**config.mk**
```make
export PLATFORM = sky130hd
export DESIGN_NAME = alu_cmd_sequencer
export DESIGN_NICKNAME = d
export VERILOG_FILES = /design/src/rtl/alu_cmd_sequencer_pkg.sv /design/src/rtl/alu_cmd_sequencer.sv
export SDC_FILE = /design/constraint.sdc
export NUM_CORES = 1
export LEC_CHECK = 0
export ABC_AREA = 1
export CAP_MARGIN = 20
export CORE_MARGIN = 1
export CORE_UTILIZATION = 30
export DETAILED_ROUTE_END_ITERATION = 16
export DONT_BUFFER_PORTS = 1
export GPL_TIMING_DRIVEN = 0
export PLACE_DENSITY = 0.48
export SYNTH_ARGS = -nofsm -noshare
export SYNTH_HDL_FRONTEND = slang
export SYNTH_SLANG_ARGS = --single-unit
```
**constraint.sdc**
```tcl
create_clock -name clk -period 2.2 [get_ports clk]
set_input_delay 0.66 -clock clk [delete_from_list [all_inputs] [get_ports clk]]
set_output_delay 0.66 -clock clk [all_outputs]
set_load 0.005 [all_outputs]
```
**src/rtl/alu_cmd_sequencer_pkg.sv**
```systemverilog
// Shared definitions for the alu command sequencer: opcodes, FSM states, flag bit positions.
package alu_cmd_sequencer_pkg;

    localparam logic [2:0] OP_ADD = 3'b000;
    localparam logic [2:0] OP_SUB = 3'b001;
    localparam logic [2:0] OP_NOT = 3'b010;
    localparam logic [2:0] OP_AND = 3'b011;
    localparam logic [2:0] OP_OR  = 3'b100;
    localparam logic [2:0] OP_XOR = 3'b101;
    localparam logic [2:0] OP_LT  = 3'b110;
    localparam logic [2:0] OP_EQ  = 3'b111;

    typedef enum logic [1:0] {
        ST_IDLE,
        ST_SETTLE,
        ST_CAPTURE,
        ST_RESP
    } state_t;

    localparam int FLAG_OF = 3;
    localparam int FLAG_ZF = 2;
    localparam int FLAG_CF = 1;
    localparam int FLAG_SF = 0;

    // Only the arithmetic opcodes produce meaningful alu flags.
    function automatic logic flags_meaningful(input logic [2:0] sel);
        return (sel == OP_ADD) || (sel == OP_SUB);
    endfunction

endpackage

```
**src/rtl/alu_cmd_sequencer.sv**
```systemverilog
// Handshaked front-end for the 4-bit alu: registers a command, waits for the alu to settle,
// captures result and flags, and holds them on a valid/ready response port.
module alu_cmd_sequencer
    import alu_cmd_sequencer_pkg::*;
#(
    parameter int SETTLE_CYCLES = 1,
    parameter int CNT_W         = 8
) (
    input  logic             clk,
    input  logic             rst,
    input  logic             cmd_valid,
    output logic             cmd_ready,
    input  logic [2:0]       cmd_sel,
    input  logic [3:0]       cmd_a,
    input  logic [3:0]       cmd_b,
    output logic [2:0]       alu_sel,
    output logic [3:0]       alu_a,
    output logic [3:0]       alu_b,
    input  logic [4:0]       alu_out,
    input  logic             alu_of,
    input  logic             alu_zf,
    input  logic             alu_cf,
    input  logic             alu_sf,
    output logic             rsp_valid,
    input  logic             rsp_ready,
    output logic [4:0]       rsp_out,
    output logic [3:0]       rsp_flags,
    output logic [CNT_W-1:0] op_count
);

    localparam logic [3:0] SETTLE_LOAD = 4'(SETTLE_CYCLES - 1);

    state_t           state_q, state_d;
    logic [3:0]       cnt_q, cnt_d;
    logic             cmd_ready_q, cmd_ready_d;
    logic [2:0]       alu_sel_q, alu_sel_d;
    logic [3:0]       alu_a_q, alu_a_d;
    logic [3:0]       alu_b_q, alu_b_d;
    logic             rsp_valid_q, rsp_valid_d;
    logic [4:0]       rsp_out_q, rsp_out_d;
    logic [3:0]       rsp_flags_q, rsp_flags_d;
    logic [CNT_W-1:0] op_count_q, op_count_d;

    always_comb begin
        state_d     = state_q;
        cnt_d       = cnt_q;
        cmd_ready_d = cmd_ready_q;
        alu_sel_d   = alu_sel_q;
        alu_a_d     = alu_a_q;
        alu_b_d     = alu_b_q;
        rsp_valid_d = rsp_valid_q;
        rsp_out_d   = rsp_out_q;
        rsp_flags_d = rsp_flags_q;
        op_count_d  = op_count_q;

        unique case (state_q)
            ST_IDLE: begin
                if (cmd_valid && cmd_ready_q) begin
                    alu_sel_d   = cmd_sel;
                    alu_a_d     = cmd_a;
                    alu_b_d     = cmd_b;
                    cnt_d       = SETTLE_LOAD;
                    cmd_ready_d = 1'b0;
                    state_d     = ST_SETTLE;
                end
            end
            ST_SETTLE: begin
                if (cnt_q == 4'd0) begin
                    state_d = ST_CAPTURE;
                end else begin
                    cnt_d = cnt_q - 4'd1;
                end
            end
            ST_CAPTURE: begin
                rsp_out_d   = alu_out;
                rsp_flags_d = 4'b0000;
                if (flags_meaningful(alu_sel_q)) begin
                    rsp_flags_d[FLAG_OF] = alu_of;
                    rsp_flags_d[FLAG_ZF] = alu_zf;
                    rsp_flags_d[FLAG_CF] = alu_cf;
                    rsp_flags_d[FLAG_SF] = alu_sf;
                end
                rsp_valid_d = 1'b1;
                state_d     = ST_RESP;
            end
            ST_RESP: begin
                if (rsp_ready) begin
                    rsp_valid_d = 1'b0;
                    op_count_d  = op_count_q + CNT_W'(1);
                    cmd_ready_d = 1'b1;
                    state_d     = ST_IDLE;
                end
            end
            default: begin
                state_d = ST_IDLE;
            end
        endcase
    end

    // Reset drops any in-flight command and reopens the command port at once.
    always_ff @(posedge clk or posedge rst) begin
        if (rst) begin
            state_q     <= ST_IDLE;
            cnt_q       <= 4'd0;
            cmd_ready_q <= 1'b1;
            alu_sel_q   <= 3'd0;
            alu_a_q     <= 4'd0;
            alu_b_q     <= 4'd0;
            rsp_valid_q <= 1'b0;
            rsp_out_q   <= 5'd0;
            rsp_flags_q <= 4'd0;
            op_count_q  <= '0;
        end else begin
            state_q     <= state_d;
            cnt_q       <= cnt_d;
            cmd_ready_q <= cmd_ready_d;
            alu_sel_q   <= alu_sel_d;
            alu_a_q     <= alu_a_d;
            alu_b_q     <= alu_b_d;
            rsp_valid_q <= rsp_valid_d;
            rsp_out_q   <= rsp_out_d;
            rsp_flags_q <= rsp_flags_d;
            op_count_q  <= op_count_d;
        end
    end

    assign cmd_ready = cmd_ready_q;
    assign alu_sel   = alu_sel_q;
    assign alu_a     = alu_a_q;
    assign alu_b     = alu_b_q;
    assign rsp_valid = rsp_valid_q;
    assign rsp_out   = rsp_out_q;
    assign rsp_flags = rsp_flags_q;
    assign op_count  = op_count_q;

endmodule
```
==> results of run 1 <==
## path summary, 6_finish.rpt
kind	endpoint	slack, ns	cells after the start
min reg2reg	cnt_q[0]	0.49	2
min in group clk	cnt_q[0]	0.49	2
max in group asynchronous	cmd_ready	1.26	2
max reg2reg	alu_b[0]	0.69	5
max	cmd_ready	0.68	0
min	alu_a[0]	0.35	1
## metal layers
metal,global-route usage,vias up,part of all wire
met5,0,-,0
met4,0.05192,0,0.0084
met3,0.06548,2,0.091
met2,0.1884,40,0.46
met1,0.1391,527,0.44
li1,-,559,-
## cell type report
| class | instances | area [µm²] |
|---|---|---|
| repair buffers | 1 | 27.53 |
| inverters | 21 | 78.83 |
| multi-input cells | 116 | 684.4 |
| flip-flops and latches | 36 | 902.1 |
| clock buffers | 7 | 76.32 |
| clock inverters | 1 | 5.005 |
| plain buffers | 2 | 15.01 |
| fillers | 520 | 3361 |
| well taps | 70 | 87.58 |
## cell families (layout without fill, tap and decap cells)
kind of cell,after synthesis,count (layout)
AOI/OAI and AO/OA,8,8
and+or+nand+nor,85,85
DFF,36,36
muxes,11,11
xor gates and xnor gates,5,5
buffers and inverters,23,32
adders and majority gates,7,7
## power groups by stage
| stage | clock (µW) | sequential, µW | combinational, µW |
|---|---|---|---|
| CTS | 466 | 661 | 21.4 |
| finish | 441 | 662 | 19.5 |
| global route | 501 | 661 | 23.3 |
| global placement | 0 | 674 | 14.4 |
| floorplan | 0 | 674 | 10.5 |
| detailed placement | 0 | 674 | 21.5 |
## synthesized netlist by cell type (all sizes together)
master	count
nand2	57
dfstp	1
clkbuf	1
nor2	13
a21oi	1
nor3	1
ha	7
clkinv	1
dfrtp	35
or2	1
xnor2	2
mux2	11
nand3	13
buf	1
xor2	3
inv	20
o21ai	7
## registers in the layout, indices dropped and copies added, names as in the netlist
register   count
alu_sel        3
alu_b          4
op_count       8
rsp_flags      4
state_q        2
cmd_ready      1
alu_a          4
rsp_valid      1
cnt_q          4
rsp_out        5
## stage by stage
step / std cells / area, µm² / utilization / setup slack (ns)
2_1_floorplan: 175 / 1680 / - / 0.7374
3_3_place_gp: 245 / 1768 / 0.3376 / 0.3254
3_5_place_dp: 246 / 1795 / 0.3428 / 0.7164
4_1_cts: 254 / 1877 / 0.3583 / 0.6668
5_1_grt: 254 / 1877 / 0.3583 / 0.5711
6_report: 254 / 1877 / 0.3583 / 0.6796
==> out/results.tsv, run 1 <==
metric	value	unit
grt_pass1_vias	1178	
wl	3.219	mm
yosysSeqAreaShare	0.5369	
final_common_cell	nand2_1	
finalPower	1122	µW
hold_viol_final	0	
area_growth_syn_to_layout	11.69	%
portBuffers	0	
pwr-share-comb	0.017	
endpoint_kind	output pin	
place.gp.congestion	0.6750	
cts_setup_buffers	0	
slew_headroom	0.5819	
ant_nets	0	
syn_nets	206	
worst-endpoint-required	1.54	ns
htree_levels	2	
worstSetupPathType	reg -> out	
clkTransAtPathRegs	0.07	ns
hold_buffers	0	
initialDrtViolationCount	33	
min_path_type	in -> async	
chipWidth	76.84	µm
setup_viol	0	
dp.final_hpwl	2.415	mm
clock_latency	0.28	ns
outcome	finished clean	
muxShareOfSynthArea	0.09605	
core_area	5238	µm²
via_per_inst	4.441	
finalCritPeriodShare	0.6911	
ir_drop	0.1714	mV
clockRootBuffer	clkbuf_8	
route.vias.total	1128	
synth_compound_area_frac	0.02383	
synthAdderAreaFrac	0.05212	
synthTopCellsByArea	dfrtp_1 (52%), nand2_1 (13%), mux2_4 (8.9%)	
antenna_found_initial	0	
drv_slew	0	
layout_min_cycle_time	1.520	ns
fmax	0.6577	GHz
ioPinCount	54	
synth_top_family_by_area	simple AND/OR/NAND/NOR gates	
overflow	0	
die-area	5904	µm²
rsz0062_at_grt	false	
fin_tns_setup	0	ns
pwr-share-seq	0.590	
cts_resized	0	
diodes	0	
wire_per_inst	12.67	µm
hold_slack	0.3465	ns
synth_xor_area_frac	0.02606	
reg2reg_from	state_q[0]	
drive_gt1_frac	0.1304	
drc	0	
critical_path.max_fanout	4	
syn_inst	175	
grt_max_degree	23	
num_rows	26	
final_cell_mix	nand2_1 (57), dfrtp_1 (35), inv_1 (20)	
worst_slew_pin_slew	0.6264	ns
switching_share	0.2074	
yosys.area.top_type	dfrtp_1	
synth-simple-area-share	0.2092	
grt_pass1_wl	5.602	mm
clockBufferDepth	2	
syn_area	1680	µm²
clock_power_share	0.393	
power.density	598.0	nW/µm²
ys_types	21	
startpoint_type	flop	
cts_num_sinks	36	
syn_avg_cell_area	9.602	µm²
ys_warn_count	0	
maxCapViolCount	0	
p_leak	0.0009574	µW
cts_tree	built	
switchingPower	232.8	µW
track_usage	0.1220	
cts_buffers	5	
yosys.area.top_type_share	0.5212	
worstSetupStartpoint	cmd_ready	
fp.dieH	76.84	µm
ys_ff_latch	36	
start_util	0.3208	
nets	214	
fin_skew	0.007042	ns
critPathArrivalTime	0.86	ns
first_pass_iters	4	
intPower	889.6	µW
(Power assumes the default switching activity.)
==> run 2, diff against run 1 <==
clock period = 1.55 ns   (was 2.2 ns; I/O delays follow)
==> out/results.tsv, run 2 (same netlist as run 1, synthesis figures left out) <==
metric	value	unit
clock_power_share	0.393	
diodes	0	
htree_levels	2	
reg2reg_from	state_q[0]	
max_stage_delay	0.42	ns
antenna_found_initial	0	
layout_min_cycle_time	1.482	ns
drive_gt1_frac	0.1467	
switching_share	0.2075	
core_area	5238	µm²
worstSetupPathType	reg -> reg	
min_path_type	in -> async	
track_usage	0.1220	
drc	0	
slew_headroom	0.5819	
cts_tree	built	
grt_pass1_wl	5.602	mm
portBuffers	0	
route.vias.total	1135	
first_pass_iters	4	
worstSetupStartpoint	state_q[0]	
pwr-share-comb	0.017	
final_area	1884	µm²
overflow	0	
hold_viol_final	0	
clock_latency	0.28	ns
ioPinCount	54	
finalPower	1593	µW
fmax	0.6747	GHz
crit_slowest_cell	dfrtp_1	
critical_path.max_fanout	10	
nets	214	
cts_buffers	5	
clockRootBuffer	clkbuf_8	
cts_resized	0	
startpoint_type	flop	
hold_slack	0.1515	ns
start_util	0.3208	
maxCapViolCount	0	
place.gp.congestion	0.6750	
finalCritPeriodShare	0.9562	
pwr-share-seq	0.590	
clockBufferDepth	2	
rsz0062_at_grt	true	
final_cell_mix	nand2_1 (57), dfrtp_1 (35), inv_1 (20)	
clkTransAtPathRegs	0.07	ns
wire_per_inst	12.70	µm
crit_chain	inv_1, ha_2, nand3_2, buf_6, mux2_4	
grt_max_degree	23	
cts_num_sinks	36	
final_common_cell	nand2_1	
critPathArrivalTime	1.64	ns
worst-path-buf-inv	2	
grt_pass1_vias	1178	
via_per_inst	4.469	
p_leak	0.0009552	µW
largest_reg_flops	8	
dp.final_hpwl	2.415	mm
chipWidth	76.84	µm
intPower	1263	µW
num_rows	26	
worst_slew_pin_slew	0.6264	ns
power.density	845.5	nW/µm²
setup_viol	0	
switchingPower	330.5	µW
die-area	5904	µm²
outcome	finished clean	
hold_buffers	0	
fp.dieH	76.84	µm
ant_nets	0	
fin_skew	0.006848	ns
cts_setup_buffers	0	
drv_slew	0	
cpLargestDelayFamily	flip-flops	
initialDrtViolationCount	35	
ir_drop	0.2432	mV
placed_area	1795	µm²
worst-endpoint-required	1.71	ns
area_growth_syn_to_layout	12.14	%
wl	3.225	mm
endpoint_kind	flop	
[run 2: cell counts in the layout (fill, tap and decap cells not counted)]
No cell type changed its count.
[run 2: power by group through the flow]
stage | Sequential (µW) | Clock [µW] | Combinational [µW]
2_1_floorplan | 957 | 0 | 15.0
3_5_place_dp | 957 | 0 | 30.5
4_1_cts | 939 | 661 | 30.3
3_3_place_gp | 957 | 0 | 20.5
5_1_grt | 938 | 711 | 33.0
6_report | 939 | 626 | 27.7
[run 2: path summary, 6_finish.rpt]
check                                  end  slack [ns]  cells past startpoint
worst max-delay path              alu_b[0]        0.07                      5
worst min-delay path              alu_a[0]        0.15                      1
worst max register to register    alu_b[0]        0.07                      5
worst min register to register    cnt_q[0]        0.49                      2
max in group asynchronous        cmd_ready        0.80                      2
min in group clk                rsp_out[3]        0.31                      2
[run 2: metal layers]
metal,global-route usage,share of wire,vias to the layer above
met5,0,0,-
met4,0.05192,0.0084,0
met3,0.06548,0.096,2
met2,0.1884,0.46,41
met1,0.1391,0.44,531
li1,-,-,561
[run 2: layout make-up]
class	count	area, µm²
flip-flops and latches	36	902.1
well taps	70	87.58
clock inverters	1	5.005
plain buffers	2	15.01
repair buffers	1	27.53
clock buffers	7	76.32
inverters	21	78.83
fillers	521	3353
multi-input cells	116	691.9
[run 2: worst register-to-register path, cell delays in order, from the launching register on]
cell and delay [ns]:
dfrtp_1 0.42, inv_1 0.13, ha_2 0.22, nand3_2 0.10, buf_6 0.18, mux2_4 0.31
[run 2: per-stage QoR]
stage	setup TNS, ns	setup slack, ns	std cells	util
final	0	0.06789	254	0.3598
after CTS	0	0.03749	254	0.3583
after detailed placement	0	0.06640	246	0.3428
after floorplan	0	0.2056	175	-
after global routing	-0.1616	-0.02405	254	0.3598
after global placement	-4.493	-0.1296	245	0.3376
